[config.mk]
export PLATFORM = sky130hd
export DESIGN_NAME = vpu_src_operand_ctrl
export DESIGN_NICKNAME = d
export VERILOG_FILES = /design/src/rtl/vpu_src_operand_ctrl_pkg.sv /design/src/rtl/vpu_src_port_fetch.sv /design/src/rtl/vpu_src_operand_ctrl.sv
export SDC_FILE = /design/constraint.sdc
export NUM_CORES = 1
export LEC_CHECK = 0
export CAP_MARGIN = 20
export CORE_MARGIN = 5
export CORE_UTILIZATION = 45
export DETAILED_ROUTE_END_ITERATION = 7
export PLACE_DENSITY = 0.79
export SLEW_MARGIN = 20
export SYNTH_ARGS = -nofsm -noshare
export SYNTH_HDL_FRONTEND = slang
export SYNTH_SLANG_ARGS = --single-unit
export TNS_END_PERCENT = 30
[constraint.sdc]
create_clock -name clk -period 4.92 [get_ports clk]
set_input_delay 0.492 -clock clk [delete_from_list [all_inputs] [get_ports clk]]
set_output_delay 0.492 -clock clk [all_outputs]
set_load 0.01 [all_outputs]
[src/rtl/vpu_src_operand_ctrl_pkg.sv]
// Shared VPU constants and the source-operand sequencer state type.
package vpu_src_operand_ctrl_pkg;
    localparam int SRAM_R_PORT_CNT     = 3;
    localparam int DIM_SIZE            = 512;
    localparam int OPERAND_WIDTH       = 32;
    localparam int VLANE_CNT           = 4;
    localparam int BEAT_W              = OPERAND_WIDTH * VLANE_CNT;
    localparam int OPERAND_QUEUE_DEPTH = 4;
    localparam int SRAM_ADDR_W         = 10;
    localparam int ROW_CNT_W           = 8;

    localparam int BEATS      = DIM_SIZE / BEAT_W;
    localparam int BEAT_CNT_W = (BEATS > 1) ? $clog2(BEATS) : 1;
    localparam int CRED_W     = $clog2(OPERAND_QUEUE_DEPTH + 1);

    typedef enum logic [1:0] {
        ST_IDLE = 2'd0,
        ST_RUN  = 2'd1,
        ST_DONE = 2'd2
    } src_ctrl_state_t;
endpackage

[src/rtl/vpu_src_port_fetch.sv]
// One source port: row address, rows still to read, queue credits and the
// one-cycle SRAM-read to queue-write delay.
module vpu_src_port_fetch
    import vpu_src_operand_ctrl_pkg::*;
(
    input  logic                   clk,
    input  logic                   rst_n,
    input  logic                   load,
    input  logic                   active,
    input  logic                   run,
    input  logic                   row_free,
    input  logic [SRAM_ADDR_W-1:0] base_addr,
    input  logic [ROW_CNT_W-1:0]   row_cnt,
    output logic                   sram_rden,
    output logic [SRAM_ADDR_W-1:0] sram_raddr,
    output logic                   q_wren
);
    logic [SRAM_ADDR_W-1:0] addr;
    logic [ROW_CNT_W-1:0]   rows_left;
    logic [CRED_W-1:0]      cred;
    logic                   freed;

    assign sram_rden  = run & active & (rows_left != '0) & (cred != '0);
    assign sram_raddr = addr;
    assign freed      = row_free & active;

    always_ff @(posedge clk or negedge rst_n) begin
        if (!rst_n) begin
            addr      <= '0;
            rows_left <= '0;
            cred      <= CRED_W'(OPERAND_QUEUE_DEPTH);
            q_wren    <= 1'b0;
        end else begin
            q_wren <= sram_rden;
            if (load) begin
                addr      <= base_addr;
                rows_left <= row_cnt;
                cred      <= CRED_W'(OPERAND_QUEUE_DEPTH);
            end else begin
                if (sram_rden) begin
                    addr      <= addr + SRAM_ADDR_W'(1);
                    rows_left <= rows_left - ROW_CNT_W'(1);
                end
                // a read and a freed row in the same cycle cancel out
                if (sram_rden && !freed)
                    cred <= cred - CRED_W'(1);
                else if (!sram_rden && freed)
                    cred <= cred + CRED_W'(1);
            end
        end
    end
endmodule

[src/rtl/vpu_src_operand_ctrl.sv]
// Source operand sequencer: credit-limited SRAM row fetch per port, lockstep
// beat pop toward the lanes. Optional stall counter: VPU_SRC_CTRL_PERF_EN.
//
// state   | meaning
// IDLE    | waiting for start_i, inputs latched on start
// RUN     | fetching rows and popping beats
// DONE    | one-cycle done_o pulse, then back to IDLE
module vpu_src_operand_ctrl
    import vpu_src_operand_ctrl_pkg::*;
(
    input  logic                       clk,
    input  logic                       rst_n,
    input  logic                       start_i,
    input  logic [SRAM_R_PORT_CNT-1:0] src_mask_i,
    input  logic [SRAM_ADDR_W-1:0]     src_addr_i [SRAM_R_PORT_CNT],
    input  logic [ROW_CNT_W-1:0]       row_cnt_i,
    output logic                       busy_o,
    output logic                       done_o,
    output logic [SRAM_R_PORT_CNT-1:0] sram_rden_o,
    output logic [SRAM_ADDR_W-1:0]     sram_raddr_o [SRAM_R_PORT_CNT],
    output logic [SRAM_R_PORT_CNT-1:0] q_wren_o,
    output logic [SRAM_R_PORT_CNT-1:0] q_rden_o,
    input  logic [SRAM_R_PORT_CNT-1:0] q_rdempty_i,
    input  logic                       issue_ready_i,
    output logic                       operand_valid_o,
    output logic [31:0]                perf_stall_cnt_o
);
    if (DIM_SIZE % BEAT_W != 0) begin : g_bad_beat_ratio
        $error("DIM_SIZE must be an integer multiple of BEAT_W");
    end

    src_ctrl_state_t            state;
    logic [SRAM_R_PORT_CNT-1:0] mask_q;
    logic [ROW_CNT_W-1:0]       pop_rows_left;
    logic [BEAT_CNT_W-1:0]      beat_cnt;
    logic                       start_hit;
    logic                       run;
    logic                       pop;
    logic                       beat_wrap;
    logic                       last_pop;

    assign start_hit = (state == ST_IDLE) & start_i;
    assign run       = (state == ST_RUN);
    // inactive ports never hold back the lockstep pop
    assign pop       = run & issue_ready_i & (&(~q_rdempty_i | ~mask_q));
    assign beat_wrap = pop & (beat_cnt == BEAT_CNT_W'(BEATS - 1));
    assign last_pop  = beat_wrap & (pop_rows_left == ROW_CNT_W'(1));

    assign q_rden_o        = {SRAM_R_PORT_CNT{pop}} & mask_q;
    assign operand_valid_o = pop;

    for (genvar p = 0; p < SRAM_R_PORT_CNT; p++) begin : g_port
        vpu_src_port_fetch u_fetch (
            .clk        (clk),
            .rst_n      (rst_n),
            .load       (start_hit),
            .active     (mask_q[p]),
            .run        (run),
            .row_free   (beat_wrap),
            .base_addr  (src_addr_i[p]),
            .row_cnt    (row_cnt_i),
            .sram_rden  (sram_rden_o[p]),
            .sram_raddr (sram_raddr_o[p]),
            .q_wren     (q_wren_o[p])
        );
    end

    always_ff @(posedge clk or negedge rst_n) begin
        if (!rst_n) begin
            state         <= ST_IDLE;
            busy_o        <= 1'b0;
            done_o        <= 1'b0;
            mask_q        <= '0;
            pop_rows_left <= '0;
            beat_cnt      <= '0;
        end else begin
            case (state)
                ST_IDLE: begin
                    if (start_i) begin
                        mask_q        <= src_mask_i;
                        pop_rows_left <= row_cnt_i;
                        beat_cnt      <= '0;
                        busy_o        <= 1'b1;
                        if (row_cnt_i == '0 || src_mask_i == '0) begin
                            state  <= ST_DONE;
                            done_o <= 1'b1;
                        end else begin
                            state <= ST_RUN;
                        end
                    end
                end
                ST_RUN: begin
                    if (pop) begin
                        beat_cnt <= beat_wrap ? '0 : beat_cnt + BEAT_CNT_W'(1);
                        if (beat_wrap)
                            pop_rows_left <= pop_rows_left - ROW_CNT_W'(1);
                        if (last_pop) begin
                            state  <= ST_DONE;
                            done_o <= 1'b1;
                        end
                    end
                end
                ST_DONE: begin
                    state  <= ST_IDLE;
                    done_o <= 1'b0;
                    busy_o <= 1'b0;
                end
                default: begin
                    state  <= ST_IDLE;
                    done_o <= 1'b0;
                    busy_o <= 1'b0;
                end
            endcase
        end
    end

`ifdef VPU_SRC_CTRL_PERF_EN
    logic [31:0] stall_cnt;

    always_ff @(posedge clk or negedge rst_n) begin
        if (!rst_n)
            stall_cnt <= '0;
        else if (start_hit)
            stall_cnt <= '0;
        else if (run && issue_ready_i && !pop && stall_cnt != '1)
            stall_cnt <= stall_cnt + 32'd1;
    end

    assign perf_stall_cnt_o = stall_cnt;
`else
    assign perf_stall_cnt_o = '0;
`endif
endmodule
==> impl_metrics.csv, run 1 <==
group,metric,value,unit
clock_tree,clk_latency,0.37,ns
critical_path,max_stage_delay,0.59,ns
cells_and_area,num_antenna_cells,0,
drt,drt-met1-wl,5360,um
cells_and_area,multi_input_area,0.00250,mm2
timing,hold_slack,0.177,ns
timing,setup_tns,0,ns
drt,vias_per_cell,5.74,
synth,synth.area.mux_share,1.01,%
synth,ys.flop_type,"dfrtp_1",
synth,synth_compound_area_share,19.9,%
global_routing,gr-total-overflow,0,
timing,relSlewSlack,49.9,%
critical_path,r2r_cells,11,
critical_path,crit_slowest_cell,"clkdlybuf4s50_1",
synth,yosysUniqueCellTypes,64,
global_routing,antenna_found_initial,0,
pwr,p_leak,2.56,nW
place,place_congestion,0.892,
drt,via_count,4393,
synth,yosys.area_share.simple,20.5,%
timing,report.final.hold_viol_count,0,
cells_and_area,fin_util,55.2,%
cells_and_area,finalInstanceArea,0.00596,mm2
critical_path,endpoint_kind,"output pin",
synth,async_flop_share,100,%
timing,finalSetupViolCount,0,
drt,wl_met2,6340,um
synth,synthCells,549,
critical_path,start_kind,"register",
timing,drv_slew,0,
die,core,0.0108,mm2
clock_tree,cts_setup_buffers,0,
cells_and_area,area_growth,20.7,%
critical_path,reg2reg_from,"g_port[0].u_fetch.rows_left[0]",
critical_path,cp_max_fo,20,
timing,worstMarginPinSlew,0.751,ns
die,die_x,115,um
critical_path,path_class,"reg -> out",
clock_tree,cts_tree,"done",
clock_tree,path_clk_slew,0.09,ns
drt,drc,0,
timing,max_freq,278,MHz
flow_run,cap_violations,0,
synth,yosys_warnings,0,
global_routing,grt_pass1_wl,20600,um
cells_and_area,nets,685,
clock_tree,postCtsHoldBufs,0,
synth,synth-edff-count,0,
synth,synth_top_family_by_area,"simple AND/OR/NAND/NOR gates",
timing,layout_min_cycle_time,3.60,ns
global_routing,grt_max_degree,84,
drt,drtAntennaViolNets,0,
drt,routed_wl,12600,um
timing,setup_slack,1.32,ns
synth,synth_area,0.00493,mm2
clock_tree,post_cts_resized,0,
place,place_inst,750,
synth,synth-adder-area-share,4.51,%
critical_path,reg2reg_slack,1.70,ns
critical_path,cp_num_buf_inv,2,
pwr,power_density,586,mW/mm2
synth,yosysTopAreaCellShare,40.6,%
synth,syn_avg_cell_area,8.99,um2
die,die_area,0.0132,mm2
clock_tree,cts_max_level,3,
global_routing,grt_pass1_vias,4289,
critical_path,path_cells,"and2b_1 > o311a_1 > nand2_1 > inv_1 > clkdlybuf4s50_1",
cells_and_area,stdcell_count,765,
synth,synth.area.top_cells,"dfrtp_1 41%, buf_4 5.8%, nand2_1 5.0%, o21ai_0 4.9%, ha_1 3.3%",
min_path,hold_path_class,"in -> async",
place,dp_hpwl,8880,um
critical_path,r2r-end,"g_port[0].u_fetch.cred[2]",
cells_and_area,regArea,0.00208,mm2
global_routing,grt_usage,19.2,%
synth,synth_xor_area_share,2.31,%
synth,synth-seq-cells,83,
cells_and_area,layout-drive-gt1-share,4.64,%
place,post_dp_cell_area,0.00574,mm2
timing,clock_skew,0.00731,ns
clock_tree,cts_inserted_buffers,9,
drt,routed.top_layer,"met4",
clock_tree,cts-root-buf,"clkbuf_8",
drt,first_pass_iters,7,
die,start_util,45.7,%
synth,synth-seq-area-share,42.2,%
die,fp.dieH,115,um
drt,wl_met3,727,um
pwr,total_power,3.49,mW
run_status,run_status,"finished, final reports clean",
clock_tree,cts_num_sinks,83,
critical_path,cp_data_required_time,4.43,ns
place,port_buffers,89,
drt,routedWlPerCell,16.5,um
pwr,irDropWorstVdd,0.283,mV
die,num_io_pins,122,
synth,synth_top_area_cell,"dfrtp_1",
timing,rsz0062_at_grt,"false",
place,dp_slack,1.73,ns
drt,drt_iter0_markers,324,
die,row_count,38,
critical_path,critical_path_arrival,3.11,ns
cells_and_area,fillers,951,
critical_path,cp_top_family,"buffers and inverters",
timing,fin_crit_sh,73.1,%
clock_tree,cts_buffer_depth,2,
[state kept, by name, indices dropped and copies added, names as in the netlist]
name and count:
busy_o 1, state 2, g_port.u_fetch.sram_raddr 30, mask_q 3, g_port.u_fetch.cred 9, g_port.u_fetch.q_wren 3, done_o 1, pop_rows_left 8
g_port.u_fetch.rows_left 24, beat_cnt 2
[cells in the mapped netlist, drive strengths merged (7+ instances only)]
cell type,instances
dfrtp,80
nand2,67
o21ai,49
buf,48
nor2,40
nand3,24
inv,19
a21oi,18
nor3,15
clkbuf,14
a221o,13
ha,13
and3,11
nand4,10
o311ai,10
xor2,10
o211ai,9
a21o,7
a31oi,7
and2,7
[per-layer routing]
| layer | track usage [%] | vias to the layer above |
|---|---|---|
| li1 | - | 2061 |
| met1 | 25.7 | 2119 |
| met2 | 32.0 | 194 |
| met3 | 2.64 | 19 |
| met4 | 7.04 | 0 |
| met5 | 0 | - |
[worst reg2reg max path, cell delays in order (launching register included)]
cell and delay (ns):
dfrtp_1 0.40, inv_1 0.15, ha_1 0.19, nor2b_1 0.17, nand3_1 0.24, nand2_1 0.53, inv_1 0.27, ha_1 0.31
fa_1 0.38, xnor2_1 0.14, or3_1 0.30, nand3_1 0.09
[layout by cell type, fill, tap and decap left out, types with 14 or more instances in the layout]
cell type        instances
nand2_1                 66
nand3_1                 24
dfrtp_1                 80
conb_1                  32
a21oi_1                 18
nor2_1                  40
nor3_1                  14
inv_1                   18
o21ai_0                 48
clkdlybuf4s50_1         88
[cell families (layout without fill, tap and decap cells)]
kind of cell / after synthesis / count (layout)
adders and majority gates: 16 / 16
AOI/OAI and AO/OA: 144 / 144
and+or+nand+nor: 206 / 206
xor gates and xnor gates: 13 / 13
muxes: 5 / 5
DFF: 83 / 83
buffers and inverters: 81 / 126
other: 1 / 32
[where the power goes]
| group | switching [mW] | internal, mW | leakage [nW] |
|---|---|---|---|
| logic | 0.876 | 0.756 | 1.43 |
| clock network | 0.261 | 0.295 | 0.108 |
| registers | 0.308 | 0.996 | 1.02 |
| total | 1.44 | 2.05 | 2.56 |
[layout make-up]
type,instances,share of cell area [%]
multi-input cells,416,42.0
inverters,19,1.20
clock inverters,5,1.30
flip-flops and latches,83,34.9
repair buffers,92,15.4
clock buffers,10,2.31
well taps,140,2.94
[worst max-delay path by stage]
stage,from,to,cells after the start
after detailed placement,issue_ready_i,g_port[2].u_fetch.cred[2],8
final,state[1],sram_rden_o[0],5
after global placement,state[1],sram_rden_o[0],5
after global routing,state[1],sram_rden_o[0],5
after CTS,state[1],sram_rden_o[0],5
after floorplan,issue_ready_i,g_port[2].u_fetch.cred[2],8
Note: power is estimated with default switching activity, not from simulation.
==> run 2, diff against run 1 <==
PLACE_DENSITY = 0.82   (was 0.79)
clock period = 3.1 ns   (was 4.92 ns; I/O delays follow)
==> impl_metrics.csv, run 2 (synthesis gave the netlist of run 1 again) <==
group,metric,value,unit
run_status,violations,"negative hold slack",
place,post_dp_cell_area,0.00581,mm2
cells_and_area,finalInstanceArea,0.00600,mm2
global_routing,gr-total-overflow,0,
cells_and_area,num_antenna_cells,0,
global_routing,grt_usage,19.1,%
drt,drt_iter0_markers,371,
critical_path,start_kind,"register",
drt,vias_per_cell,5.75,
critical_path,cp_max_fo,19,
timing,setup_tns,0,ns
die,row_count,38,
global_routing,grt_pass1_wl,20600,um
cells_and_area,largest_register_ffs,30,
global_routing,antenna_found_initial,0,
place,dp_hpwl,9290,um
pwr,total_power,5.51,mW
drt,routed_wl,12800,um
cells_and_area,layout-drive-gt1-share,6.30,%
global_routing,grt_max_degree,84,
cells_and_area,nets,695,
cells_and_area,layout_commonest_cell,"clkdlybuf4s50_1",
critical_path,cp_data_required_time,2.79,ns
die,die_x,115,um
pwr,p_leak,2.59,nW
clock_tree,path_clk_slew,0.09,ns
drt,first_pass_iters,7,
clock_tree,cts_max_level,3,
cells_and_area,layout_common_cells,"88 x clkdlybuf4s50_1, 80 x dfrtp_1, 66 x nand2_1",
place,dp_slack,0.299,ns
die,fp.dieH,115,um
timing,setup_slack,0.125,ns
timing,max_freq,336,MHz
drt,drc,0,
clock_tree,cts_buffer_depth,2,
place,port_buffers,89,
clock_tree,cts-root-buf,"clkbuf_8",
die,core,0.0108,mm2
pwr,irDropWorstVdd,0.384,mV
critical_path,reg2reg_from,"state[0]",
clock_tree,cts_tree,"done",
clock_tree,cts_inserted_buffers,9,
cells_and_area,area_growth,21.7,%
clock_tree,clk_latency,0.35,ns
die,num_io_pins,122,
critical_path,endpoint_kind,"output pin",
cells_and_area,fillers,921,
drt,via_count,4459,
pwr,power_density,918,mW/mm2
flow_run,cap_violations,0,
critical_path,critPathLaunch,"g_port[1].u_fetch.rows_left[4]",
drt,drtAntennaViolNets,0,
run_status,run_status,"finished with violations",
clock_tree,cts_num_sinks,83,
critical_path,critical_path_arrival,2.67,ns
global_routing,grt_pass1_vias,4432,
timing,hold_slack,-0.0175,ns
die,start_util,45.7,%
timing,layout_min_cycle_time,2.98,ns
timing,report.final.hold_viol_count,4,
critical_path,path_class,"reg -> out",
die,die_area,0.0132,mm2
timing,finalSetupViolCount,0,
min_path,hold_path_class,"in -> async",
timing,worstMarginPinSlew,0.755,ns
timing,drv_slew,0,
timing,rsz0062_at_grt,"false",
timing,fin_crit_sh,96.0,%
timing,relSlewSlack,49.7,%
place,place_congestion,0.907,
drt,routedWlPerCell,16.5,um
timing,clock_skew,0.0113,ns
-- run 2: final timing paths --
check                                                  end  slack (ns)  cells past startpoint
setup / recovery                            sram_rden_o[1]        0.12                      5
hold reg to reg                           pop_rows_left[6]        0.51                      1
hold / removal             g_port[2].u_fetch.sram_raddr[4]       -0.02                      1
min in group clk           g_port[2].u_fetch.sram_raddr[7]        0.50                      3
setup reg to reg                 g_port[2].u_fetch.cred[2]        0.37                      7
max in group asynchronous  g_port[0].u_fetch.sram_raddr[2]        2.59                      1
-- run 2: through the flow --
| stage | std cells | util [%] |
|---|---|---|
| 6_report | 775 | 55.6 |
| 5_1_grt | 775 | 55.6 |
| 3_5_place_dp | 760 | 53.9 |
| 3_3_place_gp | 760 | 53.9 |
| 2_1_floorplan | 580 | - |
| 4_1_cts | 775 | 55.6 |
-- run 2: area by class of cell --
class                           count  area (um2)  area share (%)
Inverter                           19        71.3            1.19
Timing Repair Buffer              102         990            16.5
Sequential cell                    83        2080            34.7
Clock buffer                       10         128            2.13
Clock inverter                      5        55.1           0.917
Tap cell                          140         175            2.92
Multi-Input combinational cell    416        2500            41.7
-- run 2: what timing repair did --
| item | in CTS | in global routing |
|---|---|---|
| resized for setup | 0 | 2 |
| hold buffers | 0 | 0 |
| setup buffers | 0 | 0 |
| endpoints found under the setup margin | 0 | 2 |
-- run 2: layer usage --
metal  track usage (%)  vias up  routed length, um
met1              23.6     2136               5310
li1                  -     2090                  -
met4              7.28        0                391
met3              3.75       36                801
met5                 0        -                  0
met2              32.9      197               6320
-- run 2: power breakdown --
group | internal (mW) | switching (mW)
Sequential | 1.58 | 0.499
Clock | 0.365 | 0.391
Combinational | 1.25 | 1.43
Total | 3.20 | 2.31
-- run 2: worst max-delay path, cell delays in order, from the launching register on --
cell	delay (ns)
dfrtp_1	0.41
or4_4	0.57
or3_1	0.56
nand2_8	0.21
inv_2	0.08
clkdlybuf4s50_1	0.48
==> run 3, diff against run 2 <==
SETUP_SLACK_MARGIN = 0.2   (was not set)
==> impl_metrics.csv, run 3 (synthesis gave the netlist of run 1 again) <==
group,metric,value,unit
cells_and_area,fin_util,55.7,%
drt,via_count,4463,
pwr,p_leak,2.59,nW
critical_path,critical_path_arrival,2.59,ns
cells_and_area,finalInstanceArea,0.00601,mm2
pwr,switchingPower,2.31,mW
clock_tree,cts_setup_buffers,0,
pwr,total_power,5.50,mW
die,row_count,38,
critical_path,start_kind,"register",
die,start_util,45.7,%
timing,max_freq,344,MHz
cells_and_area,nets,695,
cells_and_area,num_antenna_cells,0,
place,port_buffers,89,
timing,rsz0062_at_grt,"true",
timing,relSlewSlack,49.9,%
cells_and_area,area_growth,21.8,%
timing,clock_skew,0.00923,ns
clock_tree,cts_buffer_depth,2,
clock_tree,cts_max_level,3,
global_routing,grt_max_degree,84,
clock_tree,post_cts_resized,2,
global_routing,grt_pass1_vias,4432,
cells_and_area,stdcell_count,775,
global_routing,antenna_found_initial,0,
drt,vias_per_cell,5.76,
critical_path,cp_max_fo,13,
timing,finalSetupViolCount,0,
timing,setup_tns,0,ns
cells_and_area,layout_common_cells,"88 x clkdlybuf4s50_1, 80 x dfrtp_1, 66 x nand2_1",
drt,routed_wl,12800,um
min_path,hold_path_class,"in -> async",
global_routing,grt_pass1_wl,20700,um
cells_and_area,layout_commonest_cell,"clkdlybuf4s50_1",
run_status,violations,"negative hold slack",
critical_path,endpoint_kind,"output pin",
place,place_inst,760,
clock_tree,path_clk_slew,0.09,ns
clock_tree,cts_num_sinks,83,
critical_path,reg2reg_from,"state[0]",
place,place_congestion,0.907,
drt,drc,0,
die,num_io_pins,122,
critical_path,cp_data_required_time,2.79,ns
flow_run,cap_violations,0,
pwr,power_density,916,mW/mm2
cells_and_area,layout-drive-gt1-share,6.46,%
die,core,0.0108,mm2
global_routing,gr-total-overflow,0,
timing,layout_min_cycle_time,2.90,ns
run_status,run_status,"finished with violations",
clock_tree,cts_inserted_buffers,9,
die,die_area,0.0132,mm2
drt,drt_iter0_markers,464,
pwr,irDropWorstVdd,0.383,mV
timing,hold_slack,-0.0193,ns
clock_tree,cts-root-buf,"clkbuf_8",
pwr,clkPwrFrac,13.6,%
timing,drv_slew,0,
global_routing,grt_usage,19.1,%
timing,worstMarginPinSlew,0.751,ns
clock_tree,cts_tree,"done",
drt,first_pass_iters,5,
pwr,power_frac_seq,37.7,%
drt,routedWlPerCell,16.5,um
pwr,switching_share,41.9,%
place,post_dp_cell_area,0.00581,mm2
pwr,p_comb_share,48.7,%
die,die_x,115,um
clock_tree,clk_latency,0.35,ns
place,dp_hpwl,9290,um
timing,report.final.hold_viol_count,4,
critical_path,path_class,"reg -> out",
timing,fin_crit_sh,93.7,%
cells_and_area,largest_register_ffs,30,
die,fp.dieH,115,um
critical_path,critPathLaunch,"state[0]",
clock_tree,postCtsHoldBufs,0,
pwr,p_int,3.20,mW
drt,drtAntennaViolNets,0,
-- run 3: cell counts in the layout (fill, tap and decap cells not counted) --
Identical to the previous run, type by type.
-- run 3: layer usage --
metal  part of all wire (%)  GRT usage [%]  wire length [um]  up-vias
li1                       -              -                 -     2089
met1                     41           23.7              5210     2153
met2                     49           32.9              6310      183
met3                    6.5           3.75               825       38
met4                    3.3           7.28               419        0
met5                      0              0                 0        -
-- run 3: worst max-delay path, stage by stage, from the launching register on --
cell	delay [ns]
dfrtp_1	0.53
and2b_2	0.37
o311a_1	0.42
nand2_1	0.13
inv_1	0.10
buf_4	0.15
clkdlybuf4s50_1	0.54
-- run 3: path summary, 6_finish.rpt --
check | endpoint | slack, ns | depth (start not counted)
max | sram_rden_o[0] | 0.20 | 6
min | g_port[2].u_fetch.sram_raddr[4] | -0.02 | 1
max reg2reg | g_port[2].u_fetch.cred[2] | 0.39 | 7
min reg2reg | g_port[0].u_fetch.rows_left[4] | 0.51 | 1
max in group asynchronous | pop_rows_left[7] | 2.59 | 1
min in group clk | g_port[2].u_fetch.sram_raddr[7] | 0.50 | 3
-- run 3: final cells by class --
class	count	area, um2
clock buffer	10	128
clock inverter	5	55.1
fill	920	4780
inverter	19	71.3
multi-input combinational	416	2510
sequential	83	2080
tap	140	175
timing repair buffer	102	990
-- run 3: stage by stage --
stage | hold slack (ns) | worst slack [ns]
3_5_place_dp | 0.483 | 0.299
2_1_floorplan | 0.0144 | 0.683
3_3_place_gp | 0.463 | 0.385
4_1_cts | 0.184 | 0.122
5_1_grt | 0.0731 | 0.0721
6_report | -0.0193 | 0.197
-- run 3: power groups by stage --
stage	clock network [mW]	registers, mW	logic, mW
2_1_floorplan	0	2.03	1.75
3_3_place_gp	0	2.05	2.53
3_5_place_dp	0	2.08	2.65
4_1_cts	0.763	2.07	2.67
5_1_grt	0.805	2.14	2.98
6_report	0.750	2.08	2.68
==> edit 1: new RTL, flow settings as in run 3 <==
The 3 states of `src_ctrl_state_t` get a one-hot encoding in 3 bits.
--- a/src/rtl/vpu_src_operand_ctrl_pkg.sv
+++ b/src/rtl/vpu_src_operand_ctrl_pkg.sv
@@ -13,10 +13,10 @@
     localparam int BEAT_CNT_W = (BEATS > 1) ? $clog2(BEATS) : 1;
     localparam int CRED_W     = $clog2(OPERAND_QUEUE_DEPTH + 1);
 
-    typedef enum logic [1:0] {
-        ST_IDLE = 2'd0,
-        ST_RUN  = 2'd1,
-        ST_DONE = 2'd2
+    typedef enum logic [2:0] {
+        ST_IDLE = 3'b001,
+        ST_RUN  = 3'b010,
+        ST_DONE = 3'b100
     } src_ctrl_state_t;
 endpackage
 
Function: no difference found for any inputs over 4 cycles, from zero or initial values and one cycle with rst_n low; so few cycles prove little.
==> edit 1 against run 3 <==
Sequential cell count grew 1. Area after synthesis rose by 0.79%. Combinational power decreased by 8.2%. Die area up 0.72%. Largest power group unchanged. Global-route usage increased by 0.83 points. Total power is 0.64% lower. Critical path depth fell by 2. Worst setup slack improved by 0.049 ns. Cell area grew 1.4%. Sequential share of layout area shrank 0.052 points. The run still ends with negative hold slack left. Wire length rose by 3.1%. Cell count is 2.2% higher.
==> edit 1: results (changes against run 3) <==
chip width: 115 µm (+0.36%)
1st-iter DRT viols: 400 (-14%)
final net count: 711 (+2.3%)
CP max stage cell: or3b_1
GRT Resource Usage Total: 19.9% (+0.83 points)
hold slack: -0.0211 ns (-0.00185 ns)
Pint: 0.00315 W (-1.4%)
flop-to-flop setup slack: 0.31 ns (-0.08 ns)
M1 WL: 5490 µm (+5.5%)
Peak VDD IR: 0.000396 V (+3.2%)
met2 usage: 33.2% (+0.27 points)
Detail Route met2 WL: 6300 µm (-0.13%)
Max FO, Critical Path: 15 (+2)
Layout Cells excl Fill: 792 (+2.2%)
number of flip-flops in the largest register: 30 (unchanged)
Max-slew headroom: 44.8% (-5.1 points)
routed wl met3: 1180 µm (+42%)
met1 GRT Util: 25.9% (+2.2 points)
LEAKAGE: 2.60 nW (+0.51%)
Post-Syn Instances: 561 (+2.2%)
Detail Placement HPWL: 9410 µm (+1.4%)
pin count of the biggest net entering global routing: 85 (+1.2%)
largest cells by area after synthesis: dfrtp_1 40%, buf_4 5.7%, nand2_1 5.5%
CP peak stage delay: 0.56 ns (+0.02 ns)
clock buffer depth: 2 (unchanged)
status: finished, violations left
met3 usage: 5.05% (+1.3 points)
worst r2r src: g_port[0].u_fetch.rows_left[0]
violated checks: negative hold slack
ratio of cells with drive above 1 in the final layout: 7.06% (+0.60 points)
number of global-route vias before repair: 4509 (+1.7%)
Reg2Reg Depth: 11 (+4)
most frequent cells after synthesis: 80 x dfrtp_1, 73 x nand2_1, 47 x nor2_1, 45 x o21ai_0, 38 x buf_4
Skew-Pair Late Insertion Delay: 0.37 ns (+0.02 ns)
Seq/Total Area, Yosys: 42.4% (+0.20 points)
Crit Reg-Reg Endpoint: g_port[0].u_fetch.cred[2]
Worst Setup SP: state[2]
gpl congestion: 0.844 (-6.9%)
final wirelength: 13200 µm (+3.1%)
clk_skew: 0.00908 ns (-0.000145 ns)
Final Hold Viols: 21 (+17)
filler instances: 988 (+7.4%)
Yosys cell types: 63 (-1.6%)
placed cells: 776 (+2.1%)
vias per cell: 5.85 (+1.7%)
CP Capture Point: sram_rden_o[1]
first-pass GRT wire length: 21500 µm (+3.9%)
Async SR Flop Fraction: 100% (unchanged)
crit path DAT: 2.54 ns (-0.05 ns)
edit 1: kinds of logic (layout without fill, tap and decap cells):
kind of cell | Yosys count | count (layout) | share of synthesized area [%]
AO/OA/AOI/OAI | 140 | 140 | 18.8
XOR/XNOR | 8 | 8 | 1.41
adder cells (fa/ha/maj) | 16 | 16 | 4.48
buffers and inverters | 75 | 135 | 8.93
flip-flops | 84 | 84 | 42.4
multiplexers | 4 | 4 | 0.805
other | 1 | 32 | 0.0754
AND/OR/NAND/NOR | 233 | 233 | 23.2
edit 1: cell type report:
type,instances,area (µm²),area share (%)
inverters,17,66.3,1.09
flip-flops and latches,84,2110,34.6
multi-input cells,433,2540,41.7
repair buffers,102,992,16.3
clock buffers,10,138,2.26
clock inverters,6,71.3,1.17
well taps,140,175,2.87
edit 1: stage by stage:
stage / instance area, µm² / hold slack [ns] / setup slack (ns)
3_3_place_gp: 5880 / 0.465 / 0.450
4_1_cts: 6090 / 0.176 / 0.198
6_report: 6090 / -0.0211 / 0.245
3_5_place_dp: 5880 / 0.470 / 0.337
2_1_floorplan: 5090 / 0.0144 / 0.302
5_1_grt: 6090 / 0.0291 / 0.146
edit 1: power by group through the flow:
| stage | combinational, W | clock, W | sequential (W) |
|---|---|---|---|
| floorplan | 0.00148 | 0 | 0.00211 |
| global placement | 0.00233 | 0 | 0.00211 |
| detailed placement | 0.00244 | 0 | 0.00216 |
| CTS | 0.00245 | 0.000860 | 0.00214 |
| global route | 0.00273 | 0.000911 | 0.00224 |
| finish | 0.00246 | 0.000854 | 0.00215 |
edit 1: what timing repair did:
action | CTS | global route
setup buffers | 0 | 0
cloned | 0 | 0
endpoints found under the setup margin | 2 | 3
resized for setup | 1 | 1
==> edit 2: new RTL, settings of run 3 <==
Made on the original files. Add a define of `VPU_SRC_CTRL_PERF_EN`.
--- a/src/rtl/vpu_src_operand_ctrl.sv
+++ b/src/rtl/vpu_src_operand_ctrl.sv
@@ -5,6 +5,8 @@
 // IDLE    | waiting for start_i, inputs latched on start
 // RUN     | fetching rows and popping beats
 // DONE    | one-cycle done_o pulse, then back to IDLE
+`define VPU_SRC_CTRL_PERF_EN
+
 module vpu_src_operand_ctrl
     import vpu_src_operand_ctrl_pkg::*;
 (
Formal check against the unedited RTL: not equivalent (Yosys sat finds a counterexample within 4 cycles, from zero or initial values and one cycle with rst_n low).
==> edit 2 against run 3 <==
Die area increased by 26%. Total power increased by 35%. Sequential cell count increased by 32. Worst setup slack improved by 0.00081 ns. Clock skew decreased by 0.0013 ns. Utilization increased by 4.6 points. Cell area increased by 39%. Wire length increased by 32%. Area after synthesis increased by 28%. Global-route usage increased by 1.7 points.
==> edit 2: results (changes against run 3) <==
status: finished, final reports clean
number of flip-flops in the largest register: 32 (+6.7%)
Max-slew headroom: 45.1% (-4.8 points)
ratio of cells with drive above 1 in the final layout: 7.59% (+1.1 points)
placed cell area: 7720 µm² (+33%)
clock transition at the registers of the reported paths: 0.05 ns (-0.04 ns)
# diodes: 0 (unchanged)
Max FO, Critical Path: 6 (-7)
Min-Delay Path Class: in2async
GRT Resource Usage Total: 20.8% (+1.7 points)
initial antenna violation count: 0 (unchanged)
Post-Syn Instances: 680 (+24%)
Yosys cell types: 65 (+1.6%)
Skew-Pair Late Insertion Delay: 0.42 ns (+0.07 ns)
CTS Buf Count: 17 (+8)
Port-buffer cells: 121 (+36%)
clock buffer depth: 2 (unchanged)
CP max stage cell: or4_4
vias: 5936 (+33%)
gpl congestion: 0.900 (-0.78%)
pin count of the biggest net entering global routing: 51 (-39%)
largest cells by area after synthesis: dfrtp_1 44%, o21ai_0 4.9%, nand2_1 4.7%
filler instances: 1159 (+26%)
Async SR Flop Fraction: 100% (unchanged)
vias per cell: 5.95 (+3.4%)
Yosys Warn Count: 0 (unchanged)
CP peak stage delay: 0.58 ns (+0.04 ns)
CTS H-Tree Depth: 4 (+1)
number of global-route vias before repair: 5691 (+28%)
Largest delay share family, worst path: simple AND/OR/NAND/NOR gates
Post-Synthesis Net Count: 745
Detail Placement HPWL: 12100 µm (+30%)
placed cells: 963 (+27%)
final net count: 869 (+25%)
1st-iter DRT viols: 482 (+3.9%)
ys flop type: dfrtp_1
root buffer cell: clkbuf_16
clk_skew: 0.00797 ns (-0.00125 ns)
crit path DAT: 2.59 ns (about the same)
first-pass GRT wire length: 27700 µm (+34%)
most frequent cells after synthesis: 112 x dfrtp_1, 80 x nand2_1, 62 x o21ai_0, 42 x nor2_1, 38 x nand3_1
routed len/inst: 16.8 µm (+2.3%)
LEAKAGE: 3.47 nW (+34%)
Reg2Reg Depth: 6 (-1)
DRT Pass-1 Iters: 5 (unchanged)
Peak VDD IR: 0.000549 V (+43%)
Seq/Total Area, Yosys: 45.5% (+3.4 points)
-- edit 2: changes by cell type after synthesis, moves of 7 or more --
cell / run 3 / this run
buf_4: 38 / 6
dfrtp_1: 80 / 112
nor3b_1: 5 / 12
o21ai_0: 48 / 62
nand3_1: 24 / 38
a21oi_1: 18 / 30
nand4_1: 10 / 17
or3_1: 6 / 21
or4_1: 3 / 11
nand2_1: 66 / 80
and4_1: 1 / 9
-- edit 2: cells by family after synthesis --
group	count (synthesis)	synth area share [%]
mux	8	1.27
xor+xnor	11	1.52
flops	115	45.5
compound gates	183	19.4
fa+ha+maj	17	3.72
buf+inv	50	3.64
simple gates	296	24.9
-- edit 2: worst register-to-register path, stage by stage, from the launching register on --
cell,delay (ns)
dfrtp_1,0.40
or4_4,0.58
nor4b_2,0.43
nor3_1,0.18
fa_1,0.44
o31ai_1,0.29
mux2i_1,0.21
-- edit 2: layout make-up --
class,count,share of cell area [%]
clock inverter,3,0.480
sequential,115,34.6
clock buffer,29,6.49
tap,180,2.70
multi-input combinational,515,38.8
timing repair buffer,137,16.1
inverter,18,0.841
-- edit 2: repair_timing --
item / CTS / global route
cloned: 0 / 0
hold endpoints to repair: 41 / 0
hold buffers: 1 / 0
setup buffers: 1 / 0
resized for setup: 1 / 1
pin swaps: 0 / 1
setup endpoints to repair: 2 / 2
-- edit 2: path summary, 6_finish.rpt --
path                                                start                   endpoint  slack, ns
setup / recovery           g_port[1].u_fetch.rows_left[5]             sram_rden_o[1]       0.20
hold / removal                                      rst_n                   state[0]       0.44
setup reg to reg           g_port[1].u_fetch.rows_left[5]  g_port[1].u_fetch.cred[2]       0.50
hold reg to reg                                    busy_o                     busy_o       0.48
max in group asynchronous                           rst_n  g_port[2].u_fetch.cred[2]       1.75
min in group clk                            src_mask_i[1]                  mask_q[1]       0.46
-- edit 2: where the power goes --
part           internal (W)  switching (W)
Sequential          0.00204       0.000567
Clock               0.00125       0.000638
Combinational       0.00137        0.00155
-- edit 2: metal layers --
metal	wire length, µm	track usage (%)
met2	7940	33.6
met4	478	9.33
met1	7360	26.6
met3	1020	4.73
met5	0	0
-- edit 2: stage by stage --
stage	setup WS (ns)	utilization [%]
after CTS	0.150	60.2
after global placement	0.398	55.8
after global routing	0.123	60.3
final	0.197	60.3
after floorplan	0.470	-
after detailed placement	0.331	55.8
